[config.mk]
export PLATFORM = sky130hd
export DESIGN_NAME = core_start_arbiter
export DESIGN_NICKNAME = d
export VERILOG_FILES = /design/src/rtl/dilithium_ctrl_pkg.sv /design/src/rtl/core_start_arbiter_rr_pick.sv /design/src/rtl/core_start_arbiter.sv
export SDC_FILE = /design/constraint.sdc
export NUM_CORES = 1
export LEC_CHECK = 0
export ABC_AREA = 1
export BUFFER_PORTS_ARGS = -buffer_cell sky130_fd_sc_hd__buf_4
export CORE_MARGIN = 1.5
export CORE_UTILIZATION = 30
export CTS_CLUSTER_SIZE = 8
export DETAILED_ROUTE_END_ITERATION = 6
export PLACE_DENSITY = 0.53
export SYNTH_ARGS = -nofsm -noshare
export SYNTH_HDL_FRONTEND = slang
export SYNTH_SLANG_ARGS = --single-unit
[constraint.sdc]
create_clock -name clk -period 2.2 [get_ports clk]
set_clock_uncertainty 0.05 [all_clocks]
set_input_delay 0.66 -clock clk [delete_from_list [all_inputs] [get_ports clk]]
set_output_delay 0.66 -clock clk [all_outputs]
set_load 0.02 [all_outputs]
[src/rtl/dilithium_ctrl_pkg.sv]
// rtl/dilithium_ctrl_pkg.sv - shared types and defaults for the Dilithium core control slice
package dilithium_ctrl_pkg;

  typedef enum logic {
    ARB_IDLE,
    ARB_BUSY
  } arb_state_t;

  localparam int NUM_REQ_DEFAULT = 4;

endpackage

[src/rtl/core_start_arbiter_rr_pick.sv]
// rtl/core_start_arbiter_rr_pick.sv - combinational round-robin picker, search starts after last owner
module rr_pick
  import dilithium_ctrl_pkg::*;
#(
  parameter int NUM_REQ = NUM_REQ_DEFAULT,
  parameter int SEL_W   = $clog2(NUM_REQ)
) (
  input  logic [NUM_REQ-1:0] pending_i,
  input  logic [SEL_W-1:0]   last_i,
  output logic               valid_o,
  output logic [SEL_W-1:0]   index_o
);

  logic             found;
  logic [SEL_W-1:0] cand;

  always_comb begin
    found = 1'b0;
    cand  = '0;
    index_o = '0;
    // k runs 1..NUM_REQ so the last owner is considered only after everyone else
    for (int k = 1; k <= NUM_REQ; k++) begin
      cand = SEL_W'((int'(last_i) + k) % NUM_REQ);
      if (!found && pending_i[cand]) begin
        found   = 1'b1;
        index_o = cand;
      end
    end
    valid_o = found;
  end

endmodule

[src/rtl/core_start_arbiter.sv]
// rtl/core_start_arbiter.sv - shares one Dilithium core between requesters with round-robin start/done handshake
// Optional BUSY watchdog with core abort: define CORE_ARB_TIMEOUT_EN.
module core_start_arbiter
  import dilithium_ctrl_pkg::*;
#(
  parameter int NUM_REQ        = NUM_REQ_DEFAULT,
  parameter int SEL_W          = $clog2(NUM_REQ),
  parameter int TIMEOUT_CYCLES = 65535
) (
  input  logic               clk,
  input  logic               rst,
  input  logic [NUM_REQ-1:0] req_level,
  output logic               core_start,
  output logic [SEL_W-1:0]   core_sel,
  input  logic               core_done,
  output logic               core_abort,
  output logic [NUM_REQ-1:0] req_done,
  output logic [NUM_REQ-1:0] req_err,
  output logic               busy,
  output logic [NUM_REQ-1:0] pending
);

  arb_state_t         state_q;
  logic [NUM_REQ-1:0] prev_q, edge_q, pending_q, pending_d, grant_clr;
  logic [NUM_REQ-1:0] done_q;
  logic [SEL_W-1:0]   last_q, sel_q, pick_idx;
  logic               start_q, pick_valid, grant, done_ok;

  rr_pick #(.NUM_REQ(NUM_REQ), .SEL_W(SEL_W)) u_pick (
    .pending_i (pending_q),
    .last_i    (last_q),
    .valid_o   (pick_valid),
    .index_o   (pick_idx)
  );

  assign grant   = (state_q == ARB_IDLE) && pick_valid;
  // A done in the start cycle cannot belong to the job just launched
  assign done_ok = (state_q == ARB_BUSY) && core_done && !start_q;

  always_comb begin
    grant_clr = '0;
    if (grant) grant_clr[pick_idx] = 1'b1;
    pending_d = (pending_q & ~grant_clr) | edge_q;
  end

  always_ff @(posedge clk or posedge rst) begin
    if (rst) begin
      prev_q    <= '0;
      edge_q    <= '0;
      pending_q <= '0;
    end else begin
      prev_q    <= req_level;
      edge_q    <= req_level & ~prev_q;
      pending_q <= pending_d;
    end
  end

`ifdef CORE_ARB_TIMEOUT_EN
  localparam int CNT_W = $clog2(TIMEOUT_CYCLES + 1);
  logic [CNT_W-1:0]   cnt_q;
  logic               abort_q;
  logic [NUM_REQ-1:0] err_q;
`else
  localparam int unused_timeout_cycles = TIMEOUT_CYCLES;
`endif

  always_ff @(posedge clk or posedge rst) begin
    if (rst) begin
      state_q <= ARB_IDLE;
      start_q <= 1'b0;
      sel_q   <= '0;
      last_q  <= SEL_W'(NUM_REQ - 1);
      done_q  <= '0;
`ifdef CORE_ARB_TIMEOUT_EN
      cnt_q   <= '0;
      abort_q <= 1'b0;
      err_q   <= '0;
`endif
    end else begin
      start_q <= 1'b0;
      done_q  <= '0;
`ifdef CORE_ARB_TIMEOUT_EN
      abort_q <= 1'b0;
      err_q   <= '0;
`endif
      case (state_q)
        ARB_IDLE: begin
          if (pick_valid) begin
            state_q <= ARB_BUSY;
            start_q <= 1'b1;
            sel_q   <= pick_idx;
            last_q  <= pick_idx;
`ifdef CORE_ARB_TIMEOUT_EN
            cnt_q   <= '0;
`endif
          end
        end
        ARB_BUSY: begin
          if (done_ok) begin
            done_q[sel_q] <= 1'b1;
            state_q       <= ARB_IDLE;
          end
`ifdef CORE_ARB_TIMEOUT_EN
          else if (cnt_q == CNT_W'(TIMEOUT_CYCLES - 1)) begin
            abort_q       <= 1'b1;
            done_q[sel_q] <= 1'b1;
            err_q[sel_q]  <= 1'b1;
            state_q       <= ARB_IDLE;
          end else begin
            cnt_q <= cnt_q + CNT_W'(1);
          end
`endif
        end
        default: state_q <= ARB_IDLE;
      endcase
    end
  end

  assign core_start = start_q;
  assign core_sel   = sel_q;
  assign req_done   = done_q;
  assign busy       = (state_q == ARB_BUSY);
  assign pending    = pending_q;
`ifdef CORE_ARB_TIMEOUT_EN
  assign core_abort = abort_q;
  assign req_err    = err_q;
`else
  assign core_abort = 1'b0;
  assign req_err    = '0;
`endif

endmodule
==> PnR_summary.wiki, run 1 <==
{| class="wikitable"
! Metric !! Value
|-
| Residual DRC || 0
|-
| Smallest hold slack || 0.342 ns
|-
| CP most frequent cell || sky130_fd_sc_hd__nand2_1
|-
| DP Wirelength || between 1000 and 1500 um
|-
| Simple-gate area share of the yosys netlist || 35.1%
|-
| Share of the clock period used by the worst path || 82.3%
|-
| Core area || about 3600 um2
|-
| Maximum number of pins on one net before global-route repair || 23
|-
| Overall routing resource usage || 9.45%
|-
| Part of the Yosys area used for sequential elements || about half
|-
| Cell-by-cell trace of the critical path || inv_4, nand2_2, nand2_2, nand2_1, nand2_4, nor2_8, nand2_2, nor2_2, nor2_2, nor2_2, nand2_1, nand2_1, nand2_1
|-
| Cells taking the most area after synthesis || sky130_fd_sc_hd__dfrtp_1 (44%), sky130_fd_sc_hd__nand2_1 (11%), sky130_fd_sc_hd__inv_1 (6.3%)
|-
| Total detailed-routing wirelength || 1800 um
|-
| Vias in the first global route || around 800
|-
| Max FO, Critical Path || 10
|-
| Area grow syn2layout || 18.6%
|-
| Root Buffer || sky130_fd_sc_hd__clkbuf_8
|-
| Total number of vias || 840
|-
| Slowest cell on crit path || sky130_fd_sc_hd__dfstp_2
|-
| Maximum capacitance violations || 0
|-
| Number of antenna violations at the first check in global routing || 0
|-
| PwrDens || between 1500 and 2000 nW/um2
|-
| Critical setup path kind || reg -> reg
|-
| Class of the worst hold path || reg -> reg
|-
| Hold buffer count at CTS || 0
|-
| Post-CTS setup-driven buffer insertion count || 0
|-
| Count of different cell masters after synthesis || 22
|-
| Mux contribution to synthesized area || 0%
|-
| Required time of the critical path || roughly 2.3 ns
|-
| Post-cts sizing count || 0
|-
| H-tree depth || 1
|-
| First-pass GRT wire length || 3080 um
|-
| Most used flip-flop cell after synthesis || sky130_fd_sc_hd__dfrtp_1
|-
| Peak VDD IR || 0.000473 V
|-
| Final Net Count || 162
|-
| Fraction of layout cells with a size suffix above 1 || 30.1%
|-
| Highest clock frequency the design can meet || 0.552 GHz
|-
| Via density || 4.18
|-
| Final setup viols || 0
|-
| Largest family of logic cells by synthesized area || simple AND/OR/NAND/NOR gates
|-
| Sequential group share of total power || 29.6%
|-
| Post-synthesis adder-cell area fraction || 0%
|-
| Congestion Overflow GR || 0
|-
| Leading post-synthesis cells by instance count || sky130_fd_sc_hd__nand2_1 (34), sky130_fd_sc_hd__dfrtp_1 (20), sky130_fd_sc_hd__inv_1 (19)
|-
| Cell area after synthesis || 1130 um2
|-
| TritonRoute pass-1 iters || 4
|-
| RSZ-0062 raised after global routing || false
|-
| Number of sinks on the clock net || 22
|-
| Syn Area/Cell || 8.49 um2
|-
| Net switching power figure || approximately 1.0 mW
|-
| Die area || 4140 um2
|-
| Maximum count of clock buffers along a single path || 2
|-
| Number of buffers created by CTS || 3
|-
| Clock slew at the register clock pins of the worst setup and hold paths || approximately 0.070 ns
|-
| Post-synthesis sequential element count || 22
|-
| Final critical-path required period || 1.81 ns
|-
| Number of placement rows || 22
|-
| Average wire length per cell after detail routing || roughly 9.0 um
|-
| Cell type with the largest total area after synthesis || sky130_fd_sc_hd__dfrtp_1
|-
| Internal || between 1 and 1.5 mW
|-
| Clock tree from TritonCTS || yes
|-
| Result of the run || completed
|-
| Antenna fix cells || 0
|-
| Count of input and output buffers || 18
|-
| Cell leakage power || 0.728 nW
|-
| Starting density of the core || 31.1%
|-
| Top Ports || 24
|-
| CP peak stage delay || 0.63 ns
|-
| Routed Antenna Nets || 0
|-
| Pins Over Slew Limit || 0
|-
| GPL Wtd Cong || 0.751
|-
| Critical path startpoint category || register
|-
| Yosys synthesis warning count || 0
|-
| Proportion of power drawn by the clock network || 10.7%
|-
| Horizontal die dimension || roughly 64 um
|-
| Net switching share of the total power || 48.6%
|-
| Cell with the most instances after synthesis || sky130_fd_sc_hd__nand2_1
|-
| Yosys top cell area share || ~44%
|-
| Cells after Synth || between 100 and 150
|-
| Final Hold Viols || 0
|-
| Setup total negative slack || 0 ns
|-
| Detailed router's first-iteration violation count || 12
|-
| Clock latency on the worst-skew pair || 0.25 ns
|-
| Xor/xnor cell area share of the yosys netlist || 0%
|-
| Endpoint class of the critical path || register
|-
| Filler-free cell count of the finished design || 201
|-
| Power share of the combinational group || 59.7%
|-
| Number of flops mapped to enable cells by yosys || 0
|-
| Fraction of the mapped netlist area in compound gates || 3.66%
|-
| Data arrival time of the critical path || 1.90 ns
|-
| Share of synthesized flip-flops with an asynchronous set or reset || 100%
|-
| Number of placed instances, taps included || a little under 200
|-
| Height of the die || 64.3 um
|}
## power groups by stage
| stage | sequential, mW | combinational (mW) | clock [mW] |
|---|---|---|---|
| 5_1_grt | 0.657 | 1.42 | 0.267 |
| 3_5_place_dp | 0.649 | 1.29 | 0 |
| 4_1_cts | 0.640 | 1.29 | 0.245 |
| 6_report | 0.638 | 1.28 | 0.229 |
| 2_1_floorplan | 0.699 | 0.965 | 0 |
| 3_3_place_gp | 0.646 | 1.30 | 0 |
## cells in the final DEF (no fill, tap or decap), types with 4 or more instances in the layout
cell type	synthesis	final
sky130_fd_sc_hd__nand2_4	5	5
sky130_fd_sc_hd__nor2_1	6	6
sky130_fd_sc_hd__inv_1	19	19
sky130_fd_sc_hd__dfrtp_1	20	20
sky130_fd_sc_hd__buf_4	5	19
sky130_fd_sc_hd__nand3_1	7	7
sky130_fd_sc_hd__nor2_2	4	4
sky130_fd_sc_hd__nand2_1	34	34
sky130_fd_sc_hd__nor3_1	4	4
sky130_fd_sc_hd__conb_1	1	5
sky130_fd_sc_hd__nand2_2	9	9
## routing by layer
| metal | part of all wire [%] | vias to the layer above | track usage (%) |
|---|---|---|---|
| li1 | - | 439 | - |
| met1 | 45 | 385 | 11.0 |
| met2 | 52 | 14 | 16.7 |
| met3 | 2.5 | 2 | 1.58 |
| met4 | 0.50 | 0 | 4.79 |
| met5 | 0 | - | 0 |
## cell type report
type | instances | area, um2
Fill cell | 380 | 2290
Sequential cell | 22 | 553
Multi-Input combinational cell | 87 | 457
Timing Repair Buffer | 19 | 143
Inverter | 22 | 85.1
Tap cell | 48 | 60.1
Clock buffer | 3 | 41.3
## registers in the layout (all words and copies together) (netlist names)
name and cells:
pending 4, prev_q 4, req_done 4, busy 1, edge_q 4, last_q 2
core_sel 2, core_start 1
## worst max-delay path: cells and delay by family, from the launching register on
kind | cells | cell delay [ns]
buffers and inverters | 1 | 0.09
flip-flops | 1 | 0.63
AND/OR/NAND/NOR | 12 | 0.95
## kinds of logic after synthesis
kind of cell | Yosys count
and+or+nand+nor | 75
buffers and inverters | 28
other | 1
DFF | 22
AOI/OAI and AO/OA | 7
## worst paths after layout
check | end | slack, ns | start | depth (start not counted)
worst min register to register | edge_q[2] | 0.34 | prev_q[2] | 1
min in group asynchronous | prev_q[0] | 0.38 | rst | 3
max in group asynchronous | last_q[0] | 1.44 | rst | 3
worst max register to register | pending[3] | 0.39 | last_q[0] | 13
worst min-delay path | edge_q[2] | 0.34 | prev_q[2] | 1
worst max-delay path | pending[3] | 0.39 | last_q[0] | 13
## per-stage QoR
step / utilization (%) / area (um2) / setup slack [ns] / total power, mW
after detailed placement: 35.7 / 1300 / 0.391 / 1.94
after floorplan: - / 1140 / 0.516 / 1.66
final: 36.8 / 1340 / 0.389 / 2.15
after CTS: 36.8 / 1340 / 0.374 / 2.18
after global routing: 36.8 / 1340 / 0.204 / 2.34
after global placement: 35.7 / 1300 / 0.393 / 1.94
Power figures use the tool's default switching activity.
==> run 2, diff against run 1 <==
--- a/config.mk
+++ b/config.mk
@@ -5,13 +5,13 @@
 export SDC_FILE = /design/constraint.sdc
 export NUM_CORES = 1
 export LEC_CHECK = 0
-export ABC_AREA = 1
+export ABC_AREA = 0
 export BUFFER_PORTS_ARGS = -buffer_cell sky130_fd_sc_hd__buf_4
 export CORE_MARGIN = 1.5
 export CORE_UTILIZATION = 30
 export CTS_CLUSTER_SIZE = 8
 export DETAILED_ROUTE_END_ITERATION = 6
-export PLACE_DENSITY = 0.53
+export PLACE_DENSITY = 0.57
 export SYNTH_ARGS = -nofsm -noshare
 export SYNTH_HDL_FRONTEND = slang
 export SYNTH_SLANG_ARGS = --single-unit
==> constraint.sdc (replaced) <==
create_clock -name clk -period 1.5 [get_ports clk]
set_clock_uncertainty 0.05 [all_clocks]
set_input_delay 0.45 -clock clk [delete_from_list [all_inputs] [get_ports clk]]
set_output_delay 0.45 -clock clk [all_outputs]
set_load 0.02 [all_outputs]
==> run 2 against run 1 <==
  * The flow now finishes with violations (setup timing)
  * Non-clock buffer count rose by 12
  * Final area fell by 9.5%
  * Die area fell by 22%
  * Register-to-register slack got worse by 0.41 ns
  * Routed wire length fell by 4.4%
  * Power rose by 0.10%
  * Cell count fell by 31%
  * Synthesized area fell by 23%
  * Worst hold slack got worse by 0.23 ns
  * Critical path depth fell by 11
  * Via count fell by 24%
  * Combinational power fell by 24%
  * Highest routed layer unchanged
==> PnR_summary.wiki, run 2 <==
{| class="wikitable"
! Metric !! Value
|-
| Max FO, Critical Path || 3 (was 10)
|-
| Part of the Yosys area used for sequential elements || 63.5% (was 49.0%)
|-
| Number of placement rows || 19 (was 22)
|-
| Number of buffers created by CTS || 3 (unchanged)
|-
| Cells taking the most area after synthesis || sky130_fd_sc_hd__dfrtp_1 (57%), sky130_fd_sc_hd__dfstp_2 (6.0%), sky130_fd_sc_hd__a21o_1 (4.3%) (was sky130_fd_sc_hd__dfrtp_1 (44%), sky130_fd_sc_hd__nand2_1 (11%), sky130_fd_sc_hd__inv_1 (6.3%))
|-
| Most common cell after layout, fill and taps aside || sky130_fd_sc_hd__buf_4 (was sky130_fd_sc_hd__nand2_1)
|-
| Slowest cell on crit path || sky130_fd_sc_hd__dfrtp_1 (was sky130_fd_sc_hd__dfstp_2)
|-
| Fraction of layout cells with a size suffix above 1 || 45.4% (was 30.1%)
|-
| Cell-by-cell trace of the critical path || buf_6, buf_6 (was inv_4, nand2_2, nand2_2, nand2_1, nand2_4, nor2_8, nand2_2, nor2_2, nor2_2, nor2_2, nand2_1, nand2_1, nand2_1)
|-
| Net switching power figure || 0.787 mW (was 1.04 mW)
|-
| Core area || 2760 um2 (was 3630 um2)
|-
| Count of different cell masters after synthesis || 26 (was 22)
|-
| Overall Power || 2.15 mW (about the same)
|-
| Net switching share of the total power || 36.6% (was 48.6%)
|-
| Die area || 3230 um2 (was 4140 um2)
|-
| Buffers plus inverters on the worst setup path || 2 (was 1)
|-
| RSZ-0062 raised after global routing || true (was false)
|-
| Total number of vias || 640 (was 840)
|-
| Maximum number of pins on one net before global-route repair || 23 (unchanged)
|-
| Number of sinks on the clock net || 22 (unchanged)
|-
| Final std cell area, no fill || 1210 um2 (was 1340 um2)
|-
| Starting density of the core || 31.6% (was 31.1%)
|-
| Mux contribution to synthesized area || 1.15% (was 0%)
|-
| Highest clock frequency the design can meet || 0.653 GHz
|-
| Class of the worst hold path || in -> async (was reg -> reg)
|-
| Simple-gate area share of the yosys netlist || 17.2% (was 35.1%)
|-
| PwrDens || 1780 nW/um2 (was 1610 nW/um2)
|-
| Post-synthesis adder-cell area fraction || 0% (unchanged)
|-
| Detailed router's first-iteration violation count || 9 (was 12)
|-
| Result of the run || finished, violations left (was completed)
|-
| Required time of the critical path || 1.00 ns (was 2.29 ns)
|-
| Routed Antenna Nets || 0 (unchanged)
|-
| Cell class contributing the biggest share of worst-path delay || flip-flops (was simple AND/OR/NAND/NOR gates)
|-
| Root Buffer || sky130_fd_sc_hd__clkbuf_4 (was sky130_fd_sc_hd__clkbuf_8)
|-
| Critical setup path kind || reg -> out (was reg -> reg)
|-
| Residual DRC || 0 (unchanged)
|-
| Yosys top cell area share || 57.5% (was 44.3%)
|-
| Clock tree from TritonCTS || yes (unchanged)
|-
| Cell leakage power || 0.584 nW (was 0.728 nW)
|-
| Share of synthesized flip-flops with an asynchronous set or reset || 100% (unchanged)
|-
| H-tree depth || 1 (unchanged)
|-
| Average wire length per cell after detail routing || 12.4 um (was 8.98 um)
|-
| Data arrival time of the critical path || 1.03 ns (was 1.90 ns)
|-
| Fraction of the mapped netlist area in compound gates || 12.1% (was 3.66%)
|-
| Xor/xnor cell area share of the yosys netlist || 0% (unchanged)
|-
| Congestion Overflow GR || 0 (unchanged)
|-
| Leading post-synthesis cells by instance count || sky130_fd_sc_hd__dfrtp_1 (20), sky130_fd_sc_hd__nand2_1 (7), sky130_fd_sc_hd__a21o_1 (5), sky130_fd_sc_hd__buf_4 (5) (was sky130_fd_sc_hd__nand2_1 (34), sky130_fd_sc_hd__dfrtp_1 (20), sky130_fd_sc_hd__inv_1 (19))
|-
| Cell area after synthesis || 871 um2 (was 1130 um2)
|-
| Total detailed-routing wirelength || 1720 um (was 1800 um)
|-
| DP Wirelength || 1050 um (was 1470 um)
|-
| First-pass GRT wire length || 2510 um (was 3080 um)
|-
| Most frequent cells in the layout || sky130_fd_sc_hd__buf_4 (25), sky130_fd_sc_hd__dfrtp_1 (17), sky130_fd_sc_hd__nand2_1 (7) (was sky130_fd_sc_hd__nand2_1 (34), sky130_fd_sc_hd__dfrtp_1 (20), sky130_fd_sc_hd__inv_1 (19), sky130_fd_sc_hd__buf_4 (19), sky130_fd_sc_hd__nand2_2 (9))
|-
| Endpoint class of the critical path || output pin (was register)
|-
| Number of placed instances, taps included || 128 (was 198)
|-
| Syn Area/Cell || 11.8 um2 (was 8.49 um2)
|-
| Cell type with the largest total area after synthesis || sky130_fd_sc_hd__dfrtp_1 (unchanged)
|-
| Antenna fix cells || 0 (unchanged)
|-
| Share of the clock period used by the worst path || 102%
|-
| CP peak stage delay || 0.46 ns (was 0.63 ns)
|-
| Peak VDD IR || 0.000758 V (was 0.000473 V)
|-
| Final setup viols || 3 (was 0)
|-
| Most used flip-flop cell after synthesis || sky130_fd_sc_hd__dfrtp_1 (unchanged)
|-
| Final Hold Viols || 0 (unchanged)
|-
| Height of the die || 56.9 um (was 64.3 um)
|-
| Number of flops mapped to enable cells by yosys || 0 (unchanged)
|-
| Count of input and output buffers || 18 (unchanged)
|-
| Largest family of logic cells by synthesized area || simple AND/OR/NAND/NOR gates (unchanged)
|-
| CP most frequent cell || sky130_fd_sc_hd__buf_6 (was sky130_fd_sc_hd__nand2_1)
|-
| Power share of the combinational group || 45.0% (was 59.7%)
|-
| Final Net Count || 116 (was 162)
|-
| Top Ports || 24 (unchanged)
|-
| GPL Wtd Cong || 0.709 (was 0.751)
|-
| Instance area at placement || 1070 um2 (was 1300 um2)
|-
| Overall routing resource usage || 10.2% (was 9.45%)
|-
| Critical path startpoint category || register (unchanged)
|-
| Post-synthesis sequential element count || 22 (unchanged)
|-
| Area grow syn2layout || 39.1% (was 18.6%)
|-
| TritonRoute pass-1 iters || 4 (unchanged)
|-
| Number of antenna violations at the first check in global routing || 0 (unchanged)
|-
| Horizontal die dimension || 56.9 um (was 64.3 um)
|-
| Internal || 1.37 mW (was 1.11 mW)
|-
| Clock latency on the worst-skew pair || 0.30 ns (was 0.25 ns)
|-
| Maximum count of clock buffers along a single path || 2 (unchanged)
|-
| Sequential group share of total power || 42.3% (was 29.6%)
|-
| Cell with the most instances after synthesis || sky130_fd_sc_hd__dfrtp_1 (was sky130_fd_sc_hd__nand2_1)
|-
| Violations in the final reports || setup timing
|-
| Final critical-path required period || 1.53 ns
|-
| Maximum capacitance violations || 0 (unchanged)
|-
| Vias in the first global route || 542 (was 778)
|-
| Filler-free cell count of the finished design || 139 (was 201)
|-
| Min setup slack post-route || -0.0305 ns (was 0.389 ns)
|-
| Pins Over Slew Limit || 0 (unchanged)
|-
| Clock slew at the register clock pins of the worst setup and hold paths || 0.12 ns (was 0.07 ns)
|-
| Via density || 4.60 (was 4.18)
|-
| Proportion of power drawn by the clock network || 12.7% (was 10.7%)
|-
| Yosys synthesis warning count || 0 (unchanged)
|-
| Hold buffer count at CTS || 0 (unchanged)
|-
| Cells after Synth || 74 (was 133)
|}
run 2: per-layer routing:
| metal | part of all wire [%] | GRT usage [%] | up-vias | wire [um] |
|---|---|---|---|---|
| met1 | 44 | 12.8 | 315 | 759 |
| li1 | - | - | 305 | - |
| met4 | 0.58 | 3.99 | 0 | 10 |
| met2 | 50 | 16.3 | 18 | 860 |
| met5 | 0 | 0 | - | 0 |
| met3 | 5.4 | 3.46 | 2 | 93 |
run 2: final timing paths:
kind,from,end,slack (ns),cells past startpoint
worst max-delay path,pending[3],pending[3],-0.03,2
worst min-delay path,rst,pending[2],0.11,3
worst max register to register,pending[3],pending[0],-0.02,6
worst min register to register,prev_q[1],edge_q[1],0.35,1
max in group asynchronous,rst,last_q[0],1.01,3
min in group clk,req_level[3],prev_q[3],0.20,1
run 2: power groups by stage:
stage / clock network (mW) / registers, mW / logic [mW]
finish: 0.274 / 0.911 / 0.968
global route: 0.316 / 0.934 / 1.04
CTS: 0.284 / 0.890 / 0.761
detailed placement: 0 / 0.904 / 0.712
global placement: 0 / 0.899 / 0.705
floorplan: 0 / 0.992 / 0.336
run 2: logic make-up after synthesis:
kind of cell | Yosys count
other | 1
multiplexers | 1
flip-flops | 22
AO/OA/AOI/OAI | 15
buffers and inverters | 8
AND/OR/NAND/NOR | 27
run 2: layout make-up:
cell class	count	area, um2
Fill cell	270	1550
Sequential cell	22	557
Multi-Input combinational cell	48	323
Timing Repair Buffer	31	255
Tap cell	31	38.8
Clock buffer	4	26.3
Inverter	3	11.3
run 2: worst register-to-register path, cell delays in order (launching register included):
cell	delay (ns)
sky130_fd_sc_hd__dfrtp_1	0.46
sky130_fd_sc_hd__buf_6	0.15
sky130_fd_sc_hd__nand2b_1	0.16
sky130_fd_sc_hd__a21boi_2	0.22
sky130_fd_sc_hd__o31a_1	0.18
sky130_fd_sc_hd__nand2_1	0.05
sky130_fd_sc_hd__a21o_1	0.14
run 2: repair_timing:
action | CTS | global route
setup buffers | 1 | 6
pin swaps | 5 | 3
resized for setup | 3 | 12
setup endpoints to repair | 6 | 10
gates cloned | 0 | 0
run 2: per-stage QoR:
step / TNS [ns] / worst slack (ns) / hold WS (ns) / util, %
2_1_floorplan: 0 / 0.00878 / 0.328 / -
5_1_grt: -0.417 / -0.0997 / 0.127 / 43.9
6_report: -0.0563 / -0.0305 / 0.115 / 43.9
4_1_cts: -0.0498 / -0.0337 / 0.123 / 40.4
3_5_place_dp: -0.0151 / -0.0151 / 0.335 / 38.8
3_3_place_gp: -0.00756 / -0.00756 / 0.334 / 38.8
==> run 3, diff against run 2 <==
--- a/config.mk
+++ b/config.mk
@@ -7,11 +7,13 @@
 export LEC_CHECK = 0
 export ABC_AREA = 0
 export BUFFER_PORTS_ARGS = -buffer_cell sky130_fd_sc_hd__buf_4
+export CORE_ASPECT_RATIO = 1.4
 export CORE_MARGIN = 1.5
 export CORE_UTILIZATION = 30
 export CTS_CLUSTER_SIZE = 8
 export DETAILED_ROUTE_END_ITERATION = 6
-export PLACE_DENSITY = 0.57
+export HOLD_SLACK_MARGIN = 0.06
+export PLACE_DENSITY = 0.55
 export SYNTH_ARGS = -nofsm -noshare
 export SYNTH_HDL_FRONTEND = slang
 export SYNTH_SLANG_ARGS = --single-unit
==> constraint.sdc (replaced) <==
create_clock -name clk -period 1.9 [get_ports clk]
set_clock_uncertainty 0.05 [all_clocks]
set_input_delay 0.57 -clock clk [delete_from_list [all_inputs] [get_ports clk]]
set_output_delay 0.57 -clock clk [all_outputs]
set_load 0.02 [all_outputs]
==> run 3 against run 2 <==
  * Count of clock-buffer cells in the layout unchanged
  * Setup slack better by 0.34 ns
  * The run now ends clean
  * Power fell by 32%
  * Critical endpoint is now pending[1]
  * Non-clock buffer count decreased by 12
  * Critical path depth shrank 1
==> PnR_summary.wiki, run 3 (synthesis results as in run 2) <==
{| class="wikitable"
! Metric !! Value
|-
| Total detailed-routing wirelength || 1370 um (was 1720 um)
|-
| DP Wirelength || 1050 um (about the same)
|-
| First-pass GRT wire length || 2290 um (was 2510 um)
|-
| Core area || 2700 um2 (was 2760 um2)
|-
| Maximum count of clock buffers along a single path || 2 (unchanged)
|-
| RSZ-0062 raised after global routing || false (was true)
|-
| Buffers plus inverters on the worst setup path || 1 (was 2)
|-
| Antenna fix cells || 0 (unchanged)
|-
| Worst setup slack for register-to-register paths || 0.31 ns (was -0.02 ns)
|-
| # fillers || 284 (was 270)
|-
| Maximum capacitance violations || 0 (unchanged)
|-
| Average wire length per cell after detail routing || 10.3 um (was 12.4 um)
|-
| Pins Over Slew Limit || 0 (unchanged)
|-
| Post-cts sizing count || 0 (was 3)
|-
| H-tree depth || 1 (unchanged)
|-
| TritonRoute pass-1 iters || 2 (was 4)
|-
| Number of antenna violations at the first check in global routing || 0 (unchanged)
|-
| Number of sinks on the clock net || 22 (unchanged)
|-
| Setup total negative slack || 0 ns (was -0.0563 ns)
|-
| Total number of vias || 585 (was 640)
|-
| Highest clock frequency the design can meet || 0.628 GHz
|-
| Final std cell area, no fill || 1070 um2 (was 1210 um2)
|-
| Horizontal die dimension || 48.5 um (was 56.9 um)
|-
| Via density || 4.43 (was 4.60)
|-
| PwrDens || 1370 nW/um2 (was 1780 nW/um2)
|-
| Clock latency on the worst-skew pair || 0.31 ns (was 0.30 ns)
|-
| GPL Wtd Cong || 0.709 (about the same)
|-
| Peak VDD IR || 0.000630 V (was 0.000758 V)
|-
| Count of input and output buffers || 18 (unchanged)
|-
| Routed Antenna Nets || 0 (unchanged)
|-
| Vias in the first global route || 557 (was 542)
|-
| Most frequent cells in the layout || sky130_fd_sc_hd__dfrtp_1 (20), sky130_fd_sc_hd__buf_4 (19), sky130_fd_sc_hd__nand2_1 (7) (was sky130_fd_sc_hd__buf_4 (25), sky130_fd_sc_hd__dfrtp_1 (17), sky130_fd_sc_hd__nand2_1 (7))
|-
| CP peak stage delay || 0.48 ns (was 0.46 ns)
|-
| Data arrival time of the critical path || 0.97 ns (was 1.03 ns)
|-
| Slowest cell on crit path || sky130_fd_sc_hd__dfrtp_1 (unchanged)
|-
| Top Ports || 24 (unchanged)
|-
| Critical path startpoint category || register (unchanged)
|-
| Cell-by-cell trace of the critical path || buf_4 (was buf_6, buf_6)
|-
| Share of the clock period used by the worst path || 83.9%
|-
| Number of placement rows || 22 (was 19)
|-
| Final critical-path required period || 1.59 ns
|-
| Die area || 3240 um2 (was 3230 um2)
|-
| Class of the worst hold path || in -> async (unchanged)
|-
| Overall routing resource usage || 9.20% (was 10.2%)
|-
| Final setup viols || 0 (was 3)
|-
| Most common cell after layout, fill and taps aside || sky130_fd_sc_hd__dfrtp_1 (was sky130_fd_sc_hd__buf_4)
|-
| Pre-CTS WS || 0.302 ns (was -0.0151 ns)
|-
| Post-CTS setup-driven buffer insertion count || 0 (was 1)
|-
| Required time of the critical path || 1.28 ns (was 1.00 ns)
|-
| Number of buffers created by CTS || 3 (unchanged)
|-
| Instance area at placement || 1040 um2 (was 1070 um2)
|-
| Critical setup path kind || reg -> out (unchanged)
|-
| Min setup slack post-route || 0.307 ns (was -0.0305 ns)
|-
| Area grow syn2layout || 23.1% (was 39.1%)
|-
| Max FO, Critical Path || 8 (was 3)
|-
| Residual DRC || 0 (unchanged)
|-
| Height of the die || 66.8 um (was 56.9 um)
|-
| Starting density of the core || 32.3% (was 31.6%)
|-
| Maximum number of pins on one net before global-route repair || 23 (unchanged)
|-
| Root Buffer || sky130_fd_sc_hd__clkbuf_4 (unchanged)
|-
| Cell leakage power || 0.515 nW (was 0.584 nW)
|-
| Final Net Count || 104 (was 116)
|-
| Final Hold Viols || 0 (unchanged)
|-
| Congestion Overflow GR || 0 (unchanged)
|-
| Multi-input gate area in the final layout || 284 um2 (was 323 um2)
|-
| Result of the run || completed (was finished, violations left)
|-
| Cell class contributing the biggest share of worst-path delay || flip-flops (unchanged)
|-
| Clock tree from TritonCTS || yes (unchanged)
|-
| Hold buffer count at CTS || 0 (unchanged)
|-
| Endpoint class of the critical path || output pin (unchanged)
|-
| Clock slew at the register clock pins of the worst setup and hold paths || 0.11 ns (was 0.12 ns)
|-
| Detailed router's first-iteration violation count || 8 (was 9)
|-
| Fraction of layout cells with a size suffix above 1 || 29.2% (was 45.4%)
|-
| Sequential cell area || 553 um2 (was 557 um2)
|}
run 3: changes by cell type in the layout (fill, tap and decap cells not counted), moves of 2 or more:
cell / delta
sky130_fd_sc_hd__a21oi_2: -2
sky130_fd_sc_hd__buf_4: -6
sky130_fd_sc_hd__dfrtp_2: -3
sky130_fd_sc_hd__dfrtp_1: +3
sky130_fd_sc_hd__a21oi_1: +2
sky130_fd_sc_hd__buf_6: -6
run 3: per-layer routing:
layer  vias to the layer above  global-route usage, %  routed length, um  part of all wire [%]
met5                         -                      0                  0                     0
met4                         0                   4.29                 32                   2.3
met3                         2                   2.47                 71                   5.2
met2                        20                   16.7                709                    52
met1                       282                   10.0                552                    40
li1                        281                      -                  -                     -
run 3: final timing paths:
| path | cells after the start | endpoint | startpoint |
|---|---|---|---|
| min reg2reg | 1 | edge_q[1] | prev_q[1] |
| min in group clk | 1 | prev_q[3] | req_level[3] |
| max | 1 | pending[1] | pending[1] |
| max reg2reg | 5 | pending[2] | last_q[0] |
| max in group asynchronous | 3 | last_q[0] | rst |
| min | 3 | pending[0] | rst |
run 3: power breakdown:
group / switching [mW] / internal (mW) / total (mW)
Combinational: 0.259 / 0.245 / 0.504
Clock: 0.136 / 0.117 / 0.253
Sequential: 0.129 / 0.584 / 0.713
Total: 0.524 / 0.946 / 1.47
run 3: metrics by stage:
step,hold WS [ns],power [mW],instances,utilization (%)
2_1_floorplan,0.328,1.04,78,-
3_3_place_gp,0.334,1.22,128,38.4
3_5_place_dp,0.334,1.23,128,38.4
4_1_cts,0.225,1.49,132,39.7
5_1_grt,0.238,1.56,132,39.7
6_report,0.226,1.47,132,39.7
run 3: layout make-up:
class	count	share of cell area (%)
Tap cell	36	4.20
Clock buffer	4	3.38
Multi-Input combinational cell	48	26.5
Inverter	3	1.05
Timing Repair Buffer	19	13.3
Sequential cell	22	51.6
